<file path="src/rtl/spi_pkg.sv">
// Shared definitions for the SPI slave register bridge: frame geometry,
// command byte layout and the controller state encoding.
package spi_pkg;

    localparam int CMD_BITS   = 8;
    localparam int DATA_BITS  = 32;
    localparam int ADR_W      = 7;
    localparam int RW_BIT     = 7;
    localparam int FRAME_BITS = CMD_BITS + DATA_BITS;
    localparam int CNT_W      = 6;

    // Rise counter values that close the command byte and the whole frame.
    localparam logic [CNT_W-1:0] CMD_LAST   = CNT_W'(CMD_BITS - 1);
    localparam logic [CNT_W-1:0] FRAME_LAST = CNT_W'(FRAME_BITS - 1);

    typedef enum logic [2:0] {
        ST_IDLE    = 3'd0,
        ST_CMD     = 3'd1,
        ST_WR_DATA = 3'd2,
        ST_RD_DATA = 3'd3,
        ST_WAIT_CS = 3'd4
    } spi_state_e;

endpackage

</file>
<file path="src/rtl/spi_sync_edge.sv">
// Multi-flop synchronizer for one asynchronous SPI pin, plus rise/fall
// detection on the synchronized level. The reset value presets every flop
// so no false edge is reported while reset is held.
module spi_sync_edge #(
    parameter int   STAGES    = 2,
    parameter logic RESET_VAL = 1'b0
) (
    input  logic clk_i,
    input  logic rst_i,
    input  logic din_i,
    output logic level_o,
    output logic rise_o,
    output logic fall_o
);

    logic [STAGES-1:0] sync_q;
    logic              prev_q;

    // Shift the raw pin through the synchronizer chain.
    always_ff @(posedge clk_i) begin
        if (rst_i) begin
            sync_q <= {STAGES{RESET_VAL}};
        end else begin
            sync_q <= {sync_q[STAGES-2:0], din_i};
        end
    end

    // Remember the previous synchronized level for edge detection.
    always_ff @(posedge clk_i) begin
        if (rst_i) begin
            prev_q <= RESET_VAL;
        end else begin
            prev_q <= sync_q[STAGES-1];
        end
    end

    assign level_o = sync_q[STAGES-1];
    assign rise_o  = sync_q[STAGES-1] & ~prev_q;
    assign fall_o  = ~sync_q[STAGES-1] & prev_q;

endmodule

</file>
<file path="src/rtl/spi_slave_bridge.sv">
// SPI mode-0 slave that turns 40-bit frames {RW, ADR[6:0], DATA[31:0]}
// into single-cycle register write strobes or read requests.
module spi_slave_bridge
    import spi_pkg::*;
#(
    parameter int   SYNC_STAGES = 2,
    parameter logic MISO_IDLE   = 1'b0
) (
    input  logic        CLK_I,
    input  logic        RST_I,
    input  logic        SPI_CLK,
    input  logic        SPI_CS_N,
    input  logic        SPI_MOSI,
    output logic        SPI_MISO,
    output logic        SPI_MISO_OE,
    output logic [6:0]  REG_ADR,
    output logic        REG_WE,
    output logic [31:0] REG_DAT_O,
    output logic        REG_RD,
    input  logic [31:0] REG_DAT_I,
    output logic        FRAME_ERR
);

    // Pin order in the synchronizer vectors: 0 = SPI_CLK, 1 = SPI_CS_N, 2 = SPI_MOSI.
    localparam logic [2:0] SYNC_RST = 3'b010;
    // Edges are trusted only once every flop of the chain, including the
    // edge-detect flop, holds a real post-reset sample.
    localparam logic [2:0] WARM_DONE = 3'(SYNC_STAGES + 1);

    logic [2:0] pin_raw;
    logic [2:0] lvl_w;
    logic [2:0] rise_w;
    logic [2:0] fall_w;

    assign pin_raw = {SPI_MOSI, SPI_CS_N, SPI_CLK};

    genvar gi;
    generate
        for (gi = 0; gi < 3; gi++) begin : g_sync
            spi_sync_edge #(
                .STAGES    (SYNC_STAGES),
                .RESET_VAL (SYNC_RST[gi])
            ) u_sync (
                .clk_i   (CLK_I),
                .rst_i   (RST_I),
                .din_i   (pin_raw[gi]),
                .level_o (lvl_w[gi]),
                .rise_o  (rise_w[gi]),
                .fall_o  (fall_w[gi])
            );
        end
    endgenerate

    logic sync_unused;
    assign sync_unused = ^{lvl_w[0], rise_w[2], fall_w[2]};

    logic sclk_rise;
    logic sclk_fall;
    logic cs_rise;
    logic cs_fall;
    logic mosi_bit;
    logic edge_ok;

    assign sclk_rise = rise_w[0];
    assign sclk_fall = fall_w[0];
    assign cs_rise   = rise_w[1];
    assign cs_fall   = fall_w[1];
    assign mosi_bit  = lvl_w[2];

    spi_state_e       state_q,   state_d;
    logic [CNT_W-1:0] cnt_q,     cnt_d;
    logic [6:0]       cmd_sr_q,  cmd_sr_d;
    logic [31:0]      din_sr_q,  din_sr_d;
    logic [31:0]      dout_sr_q, dout_sr_d;
    logic             miso_q,    miso_d;
    logic [6:0]       adr_q,     adr_d;
    logic [31:0]      dat_o_q,   dat_o_d;
    logic             we_q,      we_d;
    logic             rd_q,      rd_d;
    logic             cap_q,     cap_d;
    logic             err_q,     err_d;
    logic [2:0]       warm_q,    warm_d;

    logic [CMD_BITS-1:0]  cmd_byte;
    logic [DATA_BITS-1:0] din_next;

    assign edge_ok  = (warm_q == WARM_DONE);
    assign cmd_byte = {cmd_sr_q, mosi_bit};
    assign din_next = {din_sr_q[DATA_BITS-2:0], mosi_bit};

    // Frame controller: CS edges take precedence over SPI_CLK edges.
    always_comb begin
        state_d   = state_q;
        cnt_d     = cnt_q;
        cmd_sr_d  = cmd_sr_q;
        din_sr_d  = din_sr_q;
        dout_sr_d = dout_sr_q;
        miso_d    = miso_q;
        adr_d     = adr_q;
        dat_o_d   = dat_o_q;
        we_d      = 1'b0;
        rd_d      = 1'b0;
        err_d     = 1'b0;
        cap_d     = rd_q;
        warm_d    = edge_ok ? warm_q : warm_q + 3'd1;

        // Read data arrives one cycle after the request pulse.
        if (cap_q) begin
            dout_sr_d = REG_DAT_I;
        end

        if (edge_ok) begin
            if (cs_rise) begin
                state_d = ST_IDLE;
                miso_d  = MISO_IDLE;
                cap_d   = 1'b0;
                if (state_q == ST_CMD || state_q == ST_WR_DATA || state_q == ST_RD_DATA) begin
                    err_d = 1'b1;
                end
            end else begin
                case (state_q)
                    ST_IDLE: begin
                        if (cs_fall) begin
                            state_d  = ST_CMD;
                            cnt_d    = '0;
                            cmd_sr_d = '0;
                            din_sr_d = '0;
                        end
                    end
                    ST_CMD: begin
                        if (sclk_rise) begin
                            cnt_d    = cnt_q + 6'd1;
                            cmd_sr_d = cmd_byte[6:0];
                            if (cnt_q == CMD_LAST) begin
                                adr_d = cmd_byte[ADR_W-1:0];
                                if (cmd_byte[RW_BIT]) begin
                                    state_d = ST_WR_DATA;
                                end else begin
                                    state_d = ST_RD_DATA;
                                    rd_d    = 1'b1;
                                end
                            end
                        end
                    end
                    ST_WR_DATA, ST_RD_DATA: begin
                        if (sclk_rise) begin
                            cnt_d    = cnt_q + 6'd1;
                            din_sr_d = din_next;
                            if (cnt_q == FRAME_LAST) begin
                                state_d = ST_WAIT_CS;
                                miso_d  = MISO_IDLE;
                                if (state_q == ST_WR_DATA) begin
                                    we_d    = 1'b1;
                                    dat_o_d = din_next;
                                end
                            end
                        end else if (sclk_fall && state_q == ST_RD_DATA) begin
                            miso_d    = dout_sr_q[DATA_BITS-1];
                            dout_sr_d = {dout_sr_q[DATA_BITS-2:0], 1'b0};
                        end
                    end
                    default: begin
                        // WAIT_CS: SPI_CLK activity is ignored until CS releases.
                    end
                endcase
            end
        end
    end

    // Register the controller state; reset aborts any frame without an error pulse.
    always_ff @(posedge CLK_I) begin
        if (RST_I) begin
            state_q   <= ST_IDLE;
            cnt_q     <= '0;
            cmd_sr_q  <= '0;
            din_sr_q  <= '0;
            dout_sr_q <= '0;
            miso_q    <= MISO_IDLE;
            adr_q     <= '0;
            dat_o_q   <= '0;
            we_q      <= 1'b0;
            rd_q      <= 1'b0;
            cap_q     <= 1'b0;
            err_q     <= 1'b0;
            warm_q    <= '0;
        end else begin
            state_q   <= state_d;
            cnt_q     <= cnt_d;
            cmd_sr_q  <= cmd_sr_d;
            din_sr_q  <= din_sr_d;
            dout_sr_q <= dout_sr_d;
            miso_q    <= miso_d;
            adr_q     <= adr_d;
            dat_o_q   <= dat_o_d;
            we_q      <= we_d;
            rd_q      <= rd_d;
            cap_q     <= cap_d;
            err_q     <= err_d;
            warm_q    <= warm_d;
        end
    end

    assign SPI_MISO    = miso_q;
    assign SPI_MISO_OE = ~lvl_w[1];
    assign REG_ADR     = adr_q;
    assign REG_WE      = we_q;
    assign REG_DAT_O   = dat_o_q;
    assign REG_RD      = rd_q;
    assign FRAME_ERR   = err_q;

endmodule

</file>
<file path="config.mk">
export PLATFORM = sky130hd
export DESIGN_NAME = spi_slave_bridge
export DESIGN_NICKNAME = d
export VERILOG_FILES = /design/src/rtl/spi_pkg.sv /design/src/rtl/spi_sync_edge.sv /design/src/rtl/spi_slave_bridge.sv
export SDC_FILE = /design/constraint.sdc
export NUM_CORES = 1
export LEC_CHECK = 0
export BUFFER_PORTS_ARGS = -buffer_cell sky130_fd_sc_hd__buf_4
export CORE_MARGIN = 1
export CORE_UTILIZATION = 30
export CTS_BUF_LIST = sky130_fd_sc_hd__clkbuf_2 sky130_fd_sc_hd__clkbuf_4 sky130_fd_sc_hd__clkbuf_8
export CTS_CLUSTER_DIAMETER = 100
export DETAILED_ROUTE_END_ITERATION = 6
export GPL_TIMING_DRIVEN = 0
export HOLD_SLACK_MARGIN = 0.06
export PLACE_DENSITY = 0.48
export SETUP_SLACK_MARGIN = 0.1
export SLEW_MARGIN = 20
export SYNTH_ARGS = -nofsm -noshare
export SYNTH_HDL_FRONTEND = slang
export SYNTH_HIERARCHICAL = 1
export SYNTH_SLANG_ARGS = --single-unit
</file>
<file path="constraint.sdc">
create_clock -name CLK_I -period 1.95 [get_ports CLK_I]
set_input_delay 0.195 -clock CLK_I [delete_from_list [all_inputs] [get_ports CLK_I]]
set_output_delay 0.195 -clock CLK_I [all_outputs]
set_load 0.05 [all_outputs]
</file>
==> out/qor.csv, run 1 <==
stage;metric;value;unit
status;run status;complete, but fails checks;
status;violated checks;setup timing;
timing;RSZ-0062 raised after global routing;true;
drt;number of nets with antenna violations after detailed routing;0;
drt;DR vias;4666;
power;switching power summed over all nets;1240;uW
critical_path;endpoint kind of the worst setup timing path;flop;
logic_synthesis;cell count after synthesis;604;
timing;normalized max-slew margin;47.6;%
place;HPWL after DPL;8990;um
clock_tree;cts bufs inserted;17;
logic_synthesis;number of synthesis warnings;6;
power;relative contribution of the clock network to total power;45.0;%
place;GP Congestion;0.762;
cells_and_area;leading cell types in the layout, fill and taps excluded;128 x sky130_fd_sc_hd__dfxtp_1, 98 x sky130_fd_sc_hd__buf_4, 89 x sky130_fd_sc_hd__nand2_1;
logic_synthesis;Syn Std Cell Area;0.00528;sq mm
critical_path;data arrival time of the critical path;2350;ps
critical_path;data required time of the worst path;2330;ps
clock_tree;CTS Root Buffer Type;sky130_fd_sc_hd__clkbuf_8;
cells_and_area;layout cells sized above 1;34.5;%
cells_and_area;diodes inserted;0;
timing;Layout Skew;7.40;ps
place;number of port buffers;80;
die;I/O pin total;81;
critical_path;Crit Path Category;flop to flop;
die;initial core utilization;30.6;%
drt;drc violations;0;
grt;first-pass GRT wire length;21500;um
logic_synthesis;mean post-synth cell area;8.74;sq um
timing;maximum frequency from static timing analysis;508;MHz
timing;final number of max-transition violations;0;
timing;setup violation total in the final timing report;2;
timing;share of the cycle needed by the critical path after routing;101;%
clock_tree;# H-tree levels;4;
cells_and_area;commonest non-fill, non-tap cell in the layout;sky130_fd_sc_hd__dfxtp_1;
clock_tree;maximum clock path buffer count;2;
timing;hold violation total from the final report;0;
die;number of cell rows;48;
power;net switching fraction of the power;22.1;%
power;maximum vdd ir drop;0.404;mV
timing;transition time at the pin with the least slew margin;784;ps
die;area enclosed by the die boundary;0.0181;sq mm
logic_synthesis;number of nets in the synthesized netlist;644;
critical_path;maximum net fanout on the critical path;7;
drt;Avg WL per Cell;14.1;um
cells_and_area;fin nets;774;
power;Power Internal;4390;uW
cells_and_area;area added between synthesis and finish;42.2;%
power;total power per unit cell area;750;mW/mm^2
power;register share of total power;49.3;%
grt;Total Routing Usage GR;15.0;%
critical_path;launching element type of the critical path;flop;
grt;total grt overflow;0;
clock_tree;clock tree from TritonCTS;built;
power;combinational share of power;5.7;%
clock_tree;CTS sink cnt;134;
timing;minimum clock period after layout;1970;ps
cells_and_area;area of all placed cells without fillers;0.00751;sq mm
grt;largest net degree at the start of global routing;17;
die;die height;135;um
timing;min setup slack post-route;-17.7;ps
run;max-capacitance violation count;0;
clock_tree;Clock Pin Slew Worst Setup and Hold Paths;70;ps
die;Die Span X;135;um
die;core region area;0.0172;sq mm
power;P_leak;0.00273;uW
clock_tree;clock latency at the later pin of the worst-skew pair;450;ps
grt;antenna violations before repair;0;
place;area post-placement;0.00620;sq mm
drt;initial drt markers;188;
drt;final wirelength;13700;um
power;Overall Power;5630;uW
grt;vias in the first global route;4559;
drt;detailed-router iteration count before antenna repair;6;
drt;vias per std cell;4.81;
min_path;HP Class;input port to flop;
routing by layer:
layer	share of wire [%]	vias up	track usage [%]
li1	-	2328	-
met1	44	2238	17.3
met2	51	84	26.2
met3	3.3	16	3.72
met4	1.9	0	6.93
met5	0	-	0
power groups by stage:
stage               Clock [uW]  Sequential (uW)  Combinational [uW]
global placement             0             2830                 240
global route              2730             2780                 352
floorplan                    0             2840                 132
detailed placement           0             2840                 248
finish                    2530             2780                 323
CTS                       2610             2780                 301
final timing paths:
kind,from,endpoint,slack (ps),depth (start not counted)
min,REG_DAT_I[15],dout_sr_q[15],100,3
max reg2reg,g_sync[1].u_sync/sync_q[1],din_sr_q[18],-20,9
max,g_sync[1].u_sync/sync_q[1],din_sr_q[18],-20,9
min reg2reg,g_sync[1].u_sync/sync_q[0],g_sync[1].u_sync/sync_q[1],420,1
what timing repair did:
item,CTS,global route
hold endpoints to repair,9,0
cloned,0,6
pin swaps,13,40
hold buffers,8,0
endpoints found under the setup margin,119,116
gates resized for setup,49,116
setup buffers,14,3
stage by stage:
step                      setup slack [ps]  util, %  hold WS, ps  setup TNS, ps  std cells
after floorplan                        102        -          267              0        604
after global placement                -358     36.0          375         -20230        909
after detailed placement              -361     36.0          394         -22610        909
after CTS                             11.2     40.6         70.0              0        962
after global routing                 -87.1     43.6         87.4          -1350        971
final                                -17.7     43.6         95.8          -35.3        971
registers in the layout, indices dropped and copies added (netlist names):
| name | cells |
|---|---|
| dout_sr_q | 32 |
| warm_q | 3 |
| SPI_MISO | 1 |
| cap_q | 1 |
| din_sr_q | 31 |
| g_sync.u_sync/sync_q | 6 |
| REG_WE | 1 |
| state_q | 3 |
| cnt_q | 6 |
| REG_DAT_O | 32 |
| g_sync.u_sync/prev_q | 2 |
| FRAME_ERR | 1 |
| REG_RD | 1 |
| cmd_sr_q | 7 |
| REG_ADR | 7 |
final cells by class:
| type | instances | area (sq um) |
|---|---|---|
| buffer | 48 | 363 |
| clock buffer | 21 | 277 |
| clock inverter | 10 | 153 |
| fill | 1670 | 9730 |
| inverter | 4 | 15.0 |
| multi-input combinational | 418 | 2790 |
| sequential | 134 | 2690 |
| tap | 225 | 282 |
| timing repair buffer | 111 | 941 |
critical path, stage by stage (launching register included):
cell	delay [ps]
sky130_fd_sc_hd__dfxtp_2	330
sky130_fd_sc_hd__and2b_1	230
sky130_fd_sc_hd__or3b_4	390
sky130_fd_sc_hd__buf_6	140
sky130_fd_sc_hd__buf_6	110
sky130_fd_sc_hd__a21oi_4	150
sky130_fd_sc_hd__buf_12	150
sky130_fd_sc_hd__buf_8	130
sky130_fd_sc_hd__nand3_2	90
sky130_fd_sc_hd__a21oi_2	160
(Power assumes the default switching activity.)
==> run 2: changes to the inputs <==
--- a/config.mk
+++ b/config.mk
@@ -5,6 +5,7 @@
 export SDC_FILE = /design/constraint.sdc
 export NUM_CORES = 1
 export LEC_CHECK = 0
+export ABC_AREA = 1
 export BUFFER_PORTS_ARGS = -buffer_cell sky130_fd_sc_hd__buf_4
 export CORE_MARGIN = 1
 export CORE_UTILIZATION = 30
@@ -20,3 +21,4 @@
 export SYNTH_HDL_FRONTEND = slang
 export SYNTH_HIERARCHICAL = 1
 export SYNTH_SLANG_ARGS = --single-unit
+export TNS_END_PERCENT = 10
==> constraint.sdc (replaced) <==
create_clock -name CLK_I -period 1.95 [get_ports CLK_I]
set_input_delay 0.0975 -clock CLK_I [delete_from_list [all_inputs] [get_ports CLK_I]]
set_output_delay 0.0975 -clock CLK_I [all_outputs]
set_load 0.05 [all_outputs]
==> out/qor.csv, run 2 <==
stage;metric;value;unit
status;run status;finished, final reports clean;
timing;Layout Skew;13.1;ps
cells_and_area;final instance count without filler cells;1135;
critical_path;data arrival time of the critical path;2130;ps
place;number of port buffers;80;
power;maximum vdd ir drop;0.422;mV
critical_path;setup slack on the worst flop-to-flop path;190;ps
die;die height;139;um
critical_path;endpoint of the worst register-to-register path;dout_sr_q[26];
grt;total grt overflow;0;
drt;DR vias;5177;
drt;final wirelength;14400;um
drt;vias per std cell;4.56;
clock_tree;cts bufs inserted;17;
cells_and_area;count of filler cells inserted in the layout;1944;
timing;final number of max-transition violations;0;
die;Die Span X;139;um
drt;detailed-router iteration count before antenna repair;7;
drt;initial drt markers;425;
clock_tree;CTS Root Buffer Type;sky130_fd_sc_hd__clkbuf_8;
timing;maximum frequency from static timing analysis;567;MHz
logic_synthesis;number of synthesis warnings;6;
die;number of cell rows;49;
grt;antenna violations before repair;0;
logic_synthesis;number of nets in the synthesized netlist;793;
drt;drc violations;0;
clock_tree;clock latency at the later pin of the worst-skew pair;440;ps
timing;transition time at the pin with the least slew margin;638;ps
critical_path;Crit Path Category;flop to flop;
min_path;Hold Path Origin;REG_DAT_I[27];
critical_path;data required time of the worst path;2310;ps
critical_path;number of cells traversed by the worst register-to-register path;10;
clock_tree;# H-tree levels;4;
critical_path;endpoint kind of the worst setup timing path;flop;
cells_and_area;fin nets;935;
place;HPWL after DPL;9780;um
cells_and_area;layout cells sized above 1;19.8;%
place;GP Congestion;0.822;
timing;setup violation total in the final timing report;0;
cells_and_area;area added between synthesis and finish;31.7;%
cells_and_area;commonest non-fill, non-tap cell in the layout;sky130_fd_sc_hd__dfxtp_1;
place;Post-Place Cells;1062;
timing;RSZ-0062 raised after global routing;true;
critical_path;launching element type of the critical path;flop;
grt;vias in the first global route;4788;
min_path;HP Class;input port to flop;
timing;normalized max-slew margin;57.5;%
cells_and_area;leading cell types in the layout, fill and taps excluded;131 x sky130_fd_sc_hd__dfxtp_1, 118 x sky130_fd_sc_hd__nor2_1, 107 x sky130_fd_sc_hd__nand2_1;
grt;largest net degree at the start of global routing;17;
timing;hold violation total from the final report;0;
clock_tree;maximum clock path buffer count;2;
power;total power per unit cell area;775;mW/mm^2
timing;minimum clock period after layout;1760;ps
min_path;worst hold path endpoint;dout_sr_q[27];
critical_path;maximum net fanout on the critical path;8;
logic_synthesis;mean post-synth cell area;7.47;sq um
run;max-capacitance violation count;0;
die;core region area;0.0181;sq mm
clock_tree;Clock Pin Slew Worst Setup and Hold Paths;70;ps
logic_synthesis;Syn Std Cell Area;0.00562;sq mm
die;area enclosed by the die boundary;0.0193;sq mm
critical_path;origin of the critical flop-to-flop path;warm_q[0];
min_path;hold path depth;5;
grt;Total Routing Usage GR;15.1;%
timing;share of the cycle needed by the critical path after routing;90.5;%
die;initial core utilization;31.0;%
logic_synthesis;cell count after synthesis;753;
grt;first-pass GRT wire length;23400;um
drt;number of nets with antenna violations after detailed routing;0;
clock_tree;CTS sink cnt;134;
power;P_leak;0.00290;uW
die;I/O pin total;81;
drt;Avg WL per Cell;12.6;um
cells_and_area;diodes inserted;0;
power;Overall Power;5740;uW
clock_tree;clock tree from TritonCTS;built;
run 2: routing by layer:
| metal | global-route usage (%) | part of all wire, % | up-vias |
|---|---|---|---|
| met3 | 4.01 | 3.3 | 17 |
| met2 | 23.0 | 45 | 109 |
| met4 | 5.44 | 1.3 | 0 |
| met5 | 0 | 0 | - |
| li1 | - | - | 2748 |
| met1 | 20.5 | 51 | 2303 |
run 2: critical path, cell delays in order, from the launching register on:
cell,delay [ps]
sky130_fd_sc_hd__dfxtp_2,360
sky130_fd_sc_hd__ha_4,140
sky130_fd_sc_hd__ha_4,120
sky130_fd_sc_hd__buf_8,120
sky130_fd_sc_hd__inv_4,50
sky130_fd_sc_hd__nor2_4,170
sky130_fd_sc_hd__nand2_4,90
sky130_fd_sc_hd__nor2_4,230
sky130_fd_sc_hd__buf_4,180
sky130_fd_sc_hd__o21ai_0,70
sky130_fd_sc_hd__a21oi_1,140
run 2: where the power goes:
| group | switching, uW | internal, uW |
|---|---|---|
| registers | 27.2 | 2770 |
| logic | 324 | 256 |
| clock network | 1040 | 1320 |
| total | 1390 | 4350 |
run 2: how the worst max path moves through the flow:
stage	from	endpoint	slack, ps
final	warm_q[0]	dout_sr_q[26]	190
after floorplan	warm_q[0]	dout_sr_q[31]	320
after global placement	g_sync[1].u_sync/sync_q[1]	REG_DAT_O[29]	-20
after detailed placement	warm_q[0]	dout_sr_q[5]	7
after CTS	g_sync[0].u_sync/sync_q[1]	din_sr_q[14]	90
after global routing	g_sync[1].u_sync/sync_q[1]	REG_DAT_O[30]	60
run 2: through the flow:
stage | hold WS, ps | setup WS, ps | cell area [sq um] | utilization, % | setup TNS [ps]
floorplan | 169 | 323 | 5620 | - | 0
global placement | 269 | -16.2 | 6510 | 35.9 | -31.4
detailed placement | 272 | 7.47 | 6510 | 35.9 | 0
CTS | 63.7 | 89.4 | 7270 | 40.1 | 0
global route | 107 | 56.2 | 7410 | 40.8 | 0
finish | 86.8 | 185 | 7410 | 40.8 | 0
run 2: final cells by class:
cell class	instances	area, sq um	share of cell area (%)
flip-flops and latches	134	2690	36.3
clock inverters	9	129	1.74
multi-input cells	498	2430	32.9
repair buffers	122	1000	13.5
well taps	229	287	3.87
inverters	73	279	3.77
clock buffers	21	270	3.65
plain buffers	49	319	4.31
run 2: timing repair:
action | in CTS | in global routing
pin swaps | 1 | 5
setup buffers | 1 | 5
hold buffers | 34 | 0
setup endpoints to repair | 74 | 106
gates cloned | 0 | 3
hold endpoints to repair | 35 | 0
gates resized for setup | 5 | 32
